===== config.mk =====
export PLATFORM = sky130hd
export DESIGN_NAME = datapath_core
export DESIGN_NICKNAME = d
export VERILOG_FILES = /design/src/rtl/datapath_pkg.sv /design/src/rtl/datapath_alu.sv /design/src/rtl/datapath_core.sv
export SDC_FILE = /design/constraint.sdc
export NUM_CORES = 1
export LEC_CHECK = 0
export ABC_AREA = 1
export CAP_MARGIN = 20
export CORE_UTILIZATION = 50
export DETAILED_ROUTE_END_ITERATION = 7
export GPL_TIMING_DRIVEN = 0
export PLACE_DENSITY = 0.77
export SLEW_MARGIN = 20
export SYNTH_ARGS = -nofsm -noshare
export SYNTH_HDL_FRONTEND = slang
export SYNTH_SLANG_ARGS = --single-unit

===== constraint.sdc =====
create_clock -name clk -period 2.2 [get_ports clk]
set_input_delay 0.66 -clock clk [delete_from_list [all_inputs] [get_ports clk]]
set_output_delay 0.66 -clock clk [all_outputs]
set_load 0.005 [all_outputs]

===== src/rtl/datapath_pkg.sv =====
// Shared definitions for the datapath core: opcodes, FSM states, widths.
// Imported by the ALU and the core.
package datapath_pkg;

  localparam logic [3:0] OP_NOP  = 4'h0;
  localparam logic [3:0] OP_LDI  = 4'h1;
  localparam logic [3:0] OP_ADD  = 4'h2;
  localparam logic [3:0] OP_SUB  = 4'h3;
  localparam logic [3:0] OP_AND  = 4'h4;
  localparam logic [3:0] OP_OR   = 4'h5;
  localparam logic [3:0] OP_XOR  = 4'h6;
  localparam logic [3:0] OP_NOT  = 4'h7;
  localparam logic [3:0] OP_SHL  = 4'h8;
  localparam logic [3:0] OP_SHR  = 4'h9;
  localparam logic [3:0] OP_MOV  = 4'hA;
  localparam logic [3:0] OP_JZ   = 4'hB;
  localparam logic [3:0] OP_JMP  = 4'hC;
  localparam logic [3:0] OP_ILLD = 4'hD;
  localparam logic [3:0] OP_ILLE = 4'hE;
  localparam logic [3:0] OP_HALT = 4'hF;

  typedef enum logic [2:0] {
    ST_FETCH  = 3'd0,
    ST_DECODE = 3'd1,
    ST_EXEC   = 3'd2,
    ST_WB     = 3'd3,
    ST_WAIT   = 3'd4,
    ST_HALT   = 3'd5
  } state_t;

  function automatic int instr_w(input int data_w, input int reg_aw);
    return 4 + reg_aw + data_w;
  endfunction

endpackage


===== src/rtl/datapath_alu.sv =====
// Combinational ALU; the core registers result and flags.
// carry is add carry-out or subtract borrow, zero for all other ops.
module datapath_alu
  import datapath_pkg::*;
#(
  parameter int DATA_W = 4
) (
  input  logic [3:0]        op,
  input  logic [DATA_W-1:0] a,
  input  logic [DATA_W-1:0] b,
  output logic [DATA_W-1:0] result,
  output logic              carry,
  output logic              zero
);

  always_comb begin
    result = '0;
    carry  = 1'b0;
    unique case (op)
      OP_ADD: {carry, result} = {1'b0, a} + {1'b0, b};
      OP_SUB: {carry, result} = {1'b0, a} - {1'b0, b};
      OP_AND: result = a & b;
      OP_OR:  result = a | b;
      OP_XOR: result = a ^ b;
      OP_NOT: result = ~a;
      OP_SHL: result = a << 1;
      OP_SHR: result = a >> 1;
      OP_MOV: result = a;
      default: ;
    endcase
  end

  assign zero = (result == '0);

endmodule


===== src/rtl/datapath_core.sv =====
// Multi-cycle accumulator-style core: fetch/decode/exec/writeback FSM
// with single-step support, sticky illegal-op flag and debug read port.
module datapath_core
  import datapath_pkg::*;
#(
  parameter int DATA_W = 4,
  parameter int REG_AW = 2,
  parameter int ADDR_W = 8
) (
  input  logic                              clk,
  input  logic                              rst,
  output logic                              imem_req,
  output logic [ADDR_W-1:0]                 imem_addr,
  input  logic                              imem_ack,
  input  logic [instr_w(DATA_W,REG_AW)-1:0] imem_rdata,
  input  logic                              step_mode,
  input  logic                              step,
  input  logic [REG_AW-1:0]                 dbg_addr,
  output logic [DATA_W-1:0]                 dbg_data,
  output logic [ADDR_W-1:0]                 pc_o,
  output logic [2:0]                        state_o,
  output logic                              flag_z,
  output logic                              flag_c,
  output logic                              halted,
  output logic                              illegal
);

  localparam int INSTR_W = instr_w(DATA_W, REG_AW);
  localparam int NREG    = 2 ** REG_AW;

  state_t              state, nxt;
  logic [ADDR_W-1:0]   pc;
  logic [INSTR_W-1:0]  ir;
  logic [DATA_W-1:0]   regs [NREG];
  logic [DATA_W-1:0]   alu_q;

  logic [3:0]          op;
  logic [REG_AW-1:0]   rd, ra, rb;
  logic [DATA_W-1:0]   field;
  logic                is_alu, jump_taken;
  logic [DATA_W-1:0]   alu_res;
  logic                alu_carry, alu_zero;

  assign op    = ir[INSTR_W-1 -: 4];
  assign rd    = ir[DATA_W +: REG_AW];
  assign field = ir[DATA_W-1:0];
  assign ra    = field[2*REG_AW-1:REG_AW];
  assign rb    = field[REG_AW-1:0];

  assign is_alu     = (op >= OP_ADD) && (op <= OP_MOV);
  assign jump_taken = (op == OP_JMP) ||
                      ((op == OP_JZ) && (regs[rd] == '0));

  datapath_alu #(.DATA_W(DATA_W)) u_alu (
    .op     (op),
    .a      (regs[ra]),
    .b      (regs[rb]),
    .result (alu_res),
    .carry  (alu_carry),
    .zero   (alu_zero)
  );

  always_ff @(posedge clk or posedge rst) begin
    if (rst) state <= ST_FETCH;
    else     state <= nxt;
  end

  always_comb begin
    nxt = state;
    unique case (state)
      ST_FETCH:  if (imem_ack) nxt = ST_DECODE;
      ST_DECODE: begin
        if (op == OP_LDI)       nxt = ST_WB;
        else if (is_alu)        nxt = ST_EXEC;
        else if (op == OP_HALT) nxt = ST_HALT;
        else nxt = step_mode ? ST_WAIT : ST_FETCH;
      end
      ST_EXEC:   nxt = ST_WB;
      ST_WB:     nxt = step_mode ? ST_WAIT : ST_FETCH;
      ST_WAIT:   if (step || !step_mode) nxt = ST_FETCH;
      ST_HALT:   nxt = ST_HALT;
      default:   nxt = ST_FETCH;
    endcase
  end

  always_ff @(posedge clk or posedge rst) begin
    if (rst) begin
      pc      <= '0;
      ir      <= '0;
      alu_q   <= '0;
      flag_z  <= 1'b0;
      flag_c  <= 1'b0;
      illegal <= 1'b0;
      for (int i = 0; i < NREG; i++) regs[i] <= '0;
    end else begin
      if (state == ST_FETCH && imem_ack) begin
        ir <= imem_rdata;
        pc <= pc + 1'b1;
      end
      if (state == ST_DECODE) begin
        if (jump_taken) pc <= ADDR_W'(field);
        if (op == OP_ILLD || op == OP_ILLE) illegal <= 1'b1;
      end
      if (state == ST_EXEC) begin
        alu_q  <= alu_res;
        flag_z <= alu_zero;
        if (op == OP_ADD || op == OP_SUB) flag_c <= alu_carry;
      end
      if (state == ST_WB)
        regs[rd] <= (op == OP_LDI) ? field : alu_q;
    end
  end

  // request drops combinationally while reset is held
  assign imem_req  = (state == ST_FETCH) && !rst;
  assign imem_addr = pc;
  assign pc_o      = pc;
  assign state_o   = state;
  assign halted    = (state == ST_HALT);
  assign dbg_data  = regs[dbg_addr];

endmodule


Word-level counts from Yosys, hierarchy flattened
Index checks and enable logic that the tools add are counted.

Output and inout port bits: 28. Logic and storage cells: 96. Input bits: 17. Flip-flop bits (word level): 44.

Equality and inequality tests: 22. Bitwise operators: 8. Add/subtract/negate cells: 3. Magnitude comparators: 7. Muxes and demuxes: 28. Reductions and logical operators: 17.

Operators with widths (number): two-way mux 4 bit (10); one-hot mux 4 bit (9 select lines) (1); binary-select mux 4 bit (select 2 bit) (4); == test 4 bit (second input constant) (8); two-way mux 8 bit (3); two-way mux 3 bit (6); one-hot mux 3 bit (6 select lines) (1); bitwise mux 16 bit (1); == test 4 x 3 -> 1 bit (second input constant) (4); greater-or-equal comparator 3 bit (second input constant) (4); NOT 2 -> 3 bit (4); adder 8 x 1 -> 8 bit (second input constant) (1); demux 4 bit (select 2 bit) (1); == test 4 x 2 -> 1 bit (second input constant) (2); logical NOT 4 bit (2); == test 3 x 2 -> 1 bit (second input constant) (2); == test 3 bit (second input constant) (2); AND reduction 2 bit (3); adder 4 x 4 -> 5 bit (1); logical AND 1 bit (5); subtractor 4 x 4 -> 5 bit (1); bitwise AND 4 bit (1); == test 4 x 1 -> 1 bit (second input constant) (1); greater-or-equal comparator 4 x 2 -> 1 bit (second input constant) (1); other kinds (11) (16).

Depth between registers and ports, before layout
Gate-level depths: netlist (run 1).

Depth after elaboration: 9. Gate-level depth with buffers: 16. Gate-level depth less buffers: 15.

By module
A second synthesis (run 1) with hierarchy kept.

Cells, all modules: 478. Area total of the unflattened synthesis: 3231.8 um^2.

By module, submodules not included: datapath_core (cells an instance 349, times used 1, sequential area each 1101.1 um^2, area each 2511.2 um^2); datapath_alu (cells an instance 129, times used 1, sequential area each 0.0 um^2, area each 720.7 um^2).

Worst setup path before layout (run 1)
No wires, ideal clock.

Path type: register to register. From: register ir[0]. To: register alu_q[3]. Clock period less this slack: 2.272 ns. Data required time: 2.072 ns. Data arrival time: 2.144 ns. Path buffers: 1. Setup slack: -0.072 ns. Setup time: 0.128 ns. Cell stages (with the launch flop): 13. Path through: dfrtp_1 -> clkbuf_1 -> nand2_1 -> a32oi_1 -> inv_1 -> ha_1 -> o21bai_1 -> nand2_1 -> nand2_1 -> nand2_1 -> and3_1 -> nor2_1 -> o21ai_0.

Word-level cells in the longest chain between the ends: 6. Elaborated cells on any way between the ends: 10. Classes of those cells: 2 x add/sub; 4 x mux; 4 x bitwise.

RTL lines: start: declaration (line datapath_core.sv:33) `logic [INSTR_W-1:0] ir;`; start signal: assignment (line datapath_core.sv:97) `ir <= imem_rdata;`; NOT 2 -> 3 bit (implied by the code) (*) (line datapath_core.sv:57) `.b (regs[rb]),`; binary-select mux 4 bit (select 2 bit) (*) (line datapath_core.sv:57); two-way mux 4 bit (implied by the code) (*) (2 in series) (line datapath_core.sv:57); subtractor 4 x 4 -> 5 bit (tied with other cells) (line datapath_alu.sv:21) `OP_SUB: {carry, result} = {1'b0, a} - {1'b0, b};`; one-hot mux 4 bit (9 select lines) (*) (line datapath_alu.sv:19) `unique case (op)`; end signal: assignment (line datapath_core.sv:105) `alu_q <= alu_res;`; end: declaration (line datapath_core.sv:35) `logic [DATA_W-1:0] alu_q;`.

Mark *: on every way between the ends. The rest lies on a longest branch, timed or not. The select of a mux whose other input is x is not followed. A chain may end at the register's enable or synchronous reset.

Final worst setup path (run 1)
From: register ir[0]. To: register flag_z.

Word-level cells in the longest chain between the ends: 7. Elaborated cells on any way between the ends: 11. Classes of those cells: 2 x add/sub; 4 x mux; 4 x bitwise; 1 x reduce/logical.

RTL lines: NOT 2 -> 3 bit (implied by the code) (*) (line datapath_core.sv:57); binary-select mux 4 bit (select 2 bit) (*) (line datapath_core.sv:57); two-way mux 4 bit (implied by the code) (*) (2 in series) (line datapath_core.sv:57); subtractor 4 x 4 -> 5 bit (tied with other cells) (line datapath_alu.sv:21); one-hot mux 4 bit (9 select lines) (*) (line datapath_alu.sv:19); logical NOT 4 bit (*) (line datapath_alu.sv:33) `assign zero = (result == '0);`; end signal: assignment (line datapath_core.sv:106) `flag_z <= alu_zero;`; end: declaration (line datapath_core.sv:22) `output logic flag_z,`.

Marked as above.

==> results.json, run 1 <==
{
  "outcome": "finished, violations left",
  "violations": "setup timing",
  "period_share_pct": 104,
  "antenna_cells": 0,
  "firstDrtPassIters": 5,
  "port_buffers": 43,
  "drc_errors": 0,
  "grt_max_degree": 30,
  "slew_headroom_pct": 67.5,
  "track_usage_pct": 28.1,
  "report.final.slew_viol_count": 0,
  "drv_cap": 0,
  "hold_buffers": 0,
  "drt_wl_total_mm": 8.45,
  "initial_utilization_pct": 51.8,
  "drtIter0Drc": 185,
  "timing.rr.start": "ir[0]",
  "rsz0062_at_grt": "true",
  "startpoint_type": "flip-flop",
  "avgRoutedWirePerCell_um": 14.4,
  "ir_drop_v": 0.000732,
  "end_kind": "flip-flop",
  "clock_sinks": 44,
  "rows": 28,
  "fmax_ghz": 0.438,
  "leakage_nw": 1.90,
  "syn_area_um2": 3070,
  "layout_commonest_cell": "nand2_1",
  "fin_crit_ns": 2.28,
  "ys_ff_latch": 44,
  "skew_ns": 0.0109,
  "grt_pass1_wl_mm": 13.9,
  "synth_nets": 479,
  "ctsHtreeMaxLevel": 2,
  "yosysWarnings": 0,
  "fin_nets": 543,
  "critPathKind": "reg -> reg",
  "syn_area_per_cell_um2": 6.87,
  "crit_required_ns": 2.45,
  "hp-start": "alu_q[2]",
  "fin_tns_setup_ns": -0.0881,
  "numCtsBuffers": 5,
  "grt_antenna_before_repair": 0,
  "die_h_um": 80.3,
  "clkTransAtPathRegs_ns": 0.10,
  "power_density_nw_per_um2": 1570,
  "routabilityCongestion": 0.950,
  "setup_violations": 2,
  "path_cells": "buf_8, a21oi_2, a32oi_4, buf_4, fa_2, or2_4, nand3_1, o21ai_1, nor2_1, nand2_1, nor2_1, nand3_1, nand2_1",
  "clk_latency_ns": 0.31,
  "die_x_um": 80.3,
  "hold_viol_final": 0,
  "worstMarginPinSlew_ns": 0.482,
  "slowest_delay_ns": 0.46,
  "regArea_um2": 1100,
  "cts_tree": "built",
  "ios": 45,
  "area_growth_pct": 31.0,
  "ys_seq_area_share_pct": 35.9,
  "core_area_um2": 5920,
  "vias": 3193,
  "hp-class": "reg -> reg",
  "crit_arrival_ns": 2.53,
  "power.total_mw": 6.30,
  "critical-path-slowest-cell": "dfrtp_2",
  "clockBufferDepth": 2,
  "multi_input_area_um2": 1820,
  "syn_inst": 447,
  "yosys.cell_types.count": 33,
  "worstSetupStartpoint": "ir[0]",
  "routed_via_density": 5.44,
  "ant_nets": 0,
  "root_buffer": "clkbuf_8",
  "grt_pass1_vias": 2969,
  "cp_max_fo": 7,
  "drive_above_1_share_pct": 17.6,
  "dieArea_um2": 6460,
  "most-common-layout-cells": "nand2_1 (116), nor2_1 (48), o21ai_0 (45)",
  "dp_hpwl_mm": 6.12,
  "fillers": 486,
  "layout_setup_ws_ns": -0.0834,
  "overflow": 0
}
[synthesized netlist by cell type (all sizes together)]
cell	instances	area share [%]
nand2	125	15
nor2	57	7.3
inv	54	6.8
o21ai	49	8.0
nand3	46	7.7
dfrtp	44	36
ha	13	5.3
a21oi	11	1.8
buf	11	2.7
clkbuf	5	0.61
a32oi	4	1.1
nand4	4	0.82
o22ai	4	0.82
xor2	4	1.1
nor3	3	0.49
fa	2	1.3
xnor2	2	0.57
a21boi	1	0.24
a31o	1	0.29
a31oi	1	0.20
a41oi	1	0.29
and3	1	0.20
nand3b	1	0.24
o211ai	1	0.24
o21bai	1	0.24
or2	1	0.20
[worst max-delay path: cells and delay by family, from the launching register on]
family | cells | cell delay (ns)
buf+inv | 2 | 0.32
fa+ha+maj | 1 | 0.36
simple gates | 7 | 0.76
compound gates | 3 | 0.32
flops | 1 | 0.46
[worst paths after layout]
kind | end | slack (ns) | cells after the start
worst max-delay path | flag_z | -0.08 | 13
worst max register to register | flag_z | -0.08 | 13
worst min register to register | alu_q[2] | 0.49 | 2
min in group asynchronous | imem_addr[0] | 0.67 | 2
max in group asynchronous | ir[3] | 1.03 | 3
worst min-delay path | alu_q[2] | 0.49 | 2
[flip-flops by register name, indices dropped and copies added (netlist names)]
name	count
regs	16
imem_addr	8
ir	10
illegal	1
alu_q	4
flag_z	1
state_o	3
flag_c	1
[layout make-up]
class / instances / area share (%)
timing repair buffer: 58 / 13.7
tap: 75 / 2.33
buffer: 15 / 3.02
clock inverter: 3 / 1.15
sequential: 44 / 27.4
inverter: 54 / 5.29
clock buffer: 5 / 1.71
multi-input combinational: 333 / 45.4
[where the power goes]
part	leakage, nW	switching, mW	internal (mW)
Combinational	1.28	2.24	1.79
Sequential	0.563	0.444	1.15
Clock	0.0548	0.326	0.343
Total	1.90	3.01	3.28
[layer usage]
metal  vias up  part of all wire (%)  track usage, %
li1       1565                     -               -
met1      1466                    44            36.9
met2       139                    46            45.2
met3        23                   7.7            5.68
met4         0                   2.6            10.9
met5         -                     0               0
[repair_timing]
action	in CTS	in global routing
buffers inserted	13	1
setup endpoints to repair	11	8
resized for setup	33	28
pin swaps	10	12
hold endpoints to repair	0	0
[through the flow]
stage               hold WS [ns]  setup WS [ns]  utilization (%)  area, um2  cells
floorplan                  0.444         0.0157                -       3100    447
global placement           0.466         -0.483             61.2       3620    565
detailed placement         0.471         -0.480             61.5       3640    566
CTS                        0.492        -0.0720             66.7       3950    586
global route               0.533         -0.251             67.9       4020    587
finish                     0.486        -0.0834             67.9       4020    587
[logic make-up (layout without fill, tap and decap cells)]
| kind of cell | after synthesis | after routing | share of synthesized area, % |
|---|---|---|---|
| and+or+nand+nor | 238 | 238 | 32.4 |
| xor gates and xnor gates | 6 | 6 | 1.71 |
| AOI/OAI and AO/OA | 74 | 74 | 13.2 |
| DFF | 44 | 44 | 35.9 |
| adders and majority gates | 15 | 15 | 6.60 |
| buffers and inverters | 70 | 135 | 10.2 |
Power figures use the tool's default switching activity.
==> run 2, diff against run 1 <==
--- a/config.mk
+++ b/config.mk
@@ -8,6 +8,7 @@
 export ABC_AREA = 1
 export CAP_MARGIN = 20
 export CORE_UTILIZATION = 50
+export CTS_CLUSTER_SIZE = 24
 export DETAILED_ROUTE_END_ITERATION = 7
 export GPL_TIMING_DRIVEN = 0
 export PLACE_DENSITY = 0.77
==> results of run 2 <==
No change in the layout: final DEF, timing and power equal those of run 1.
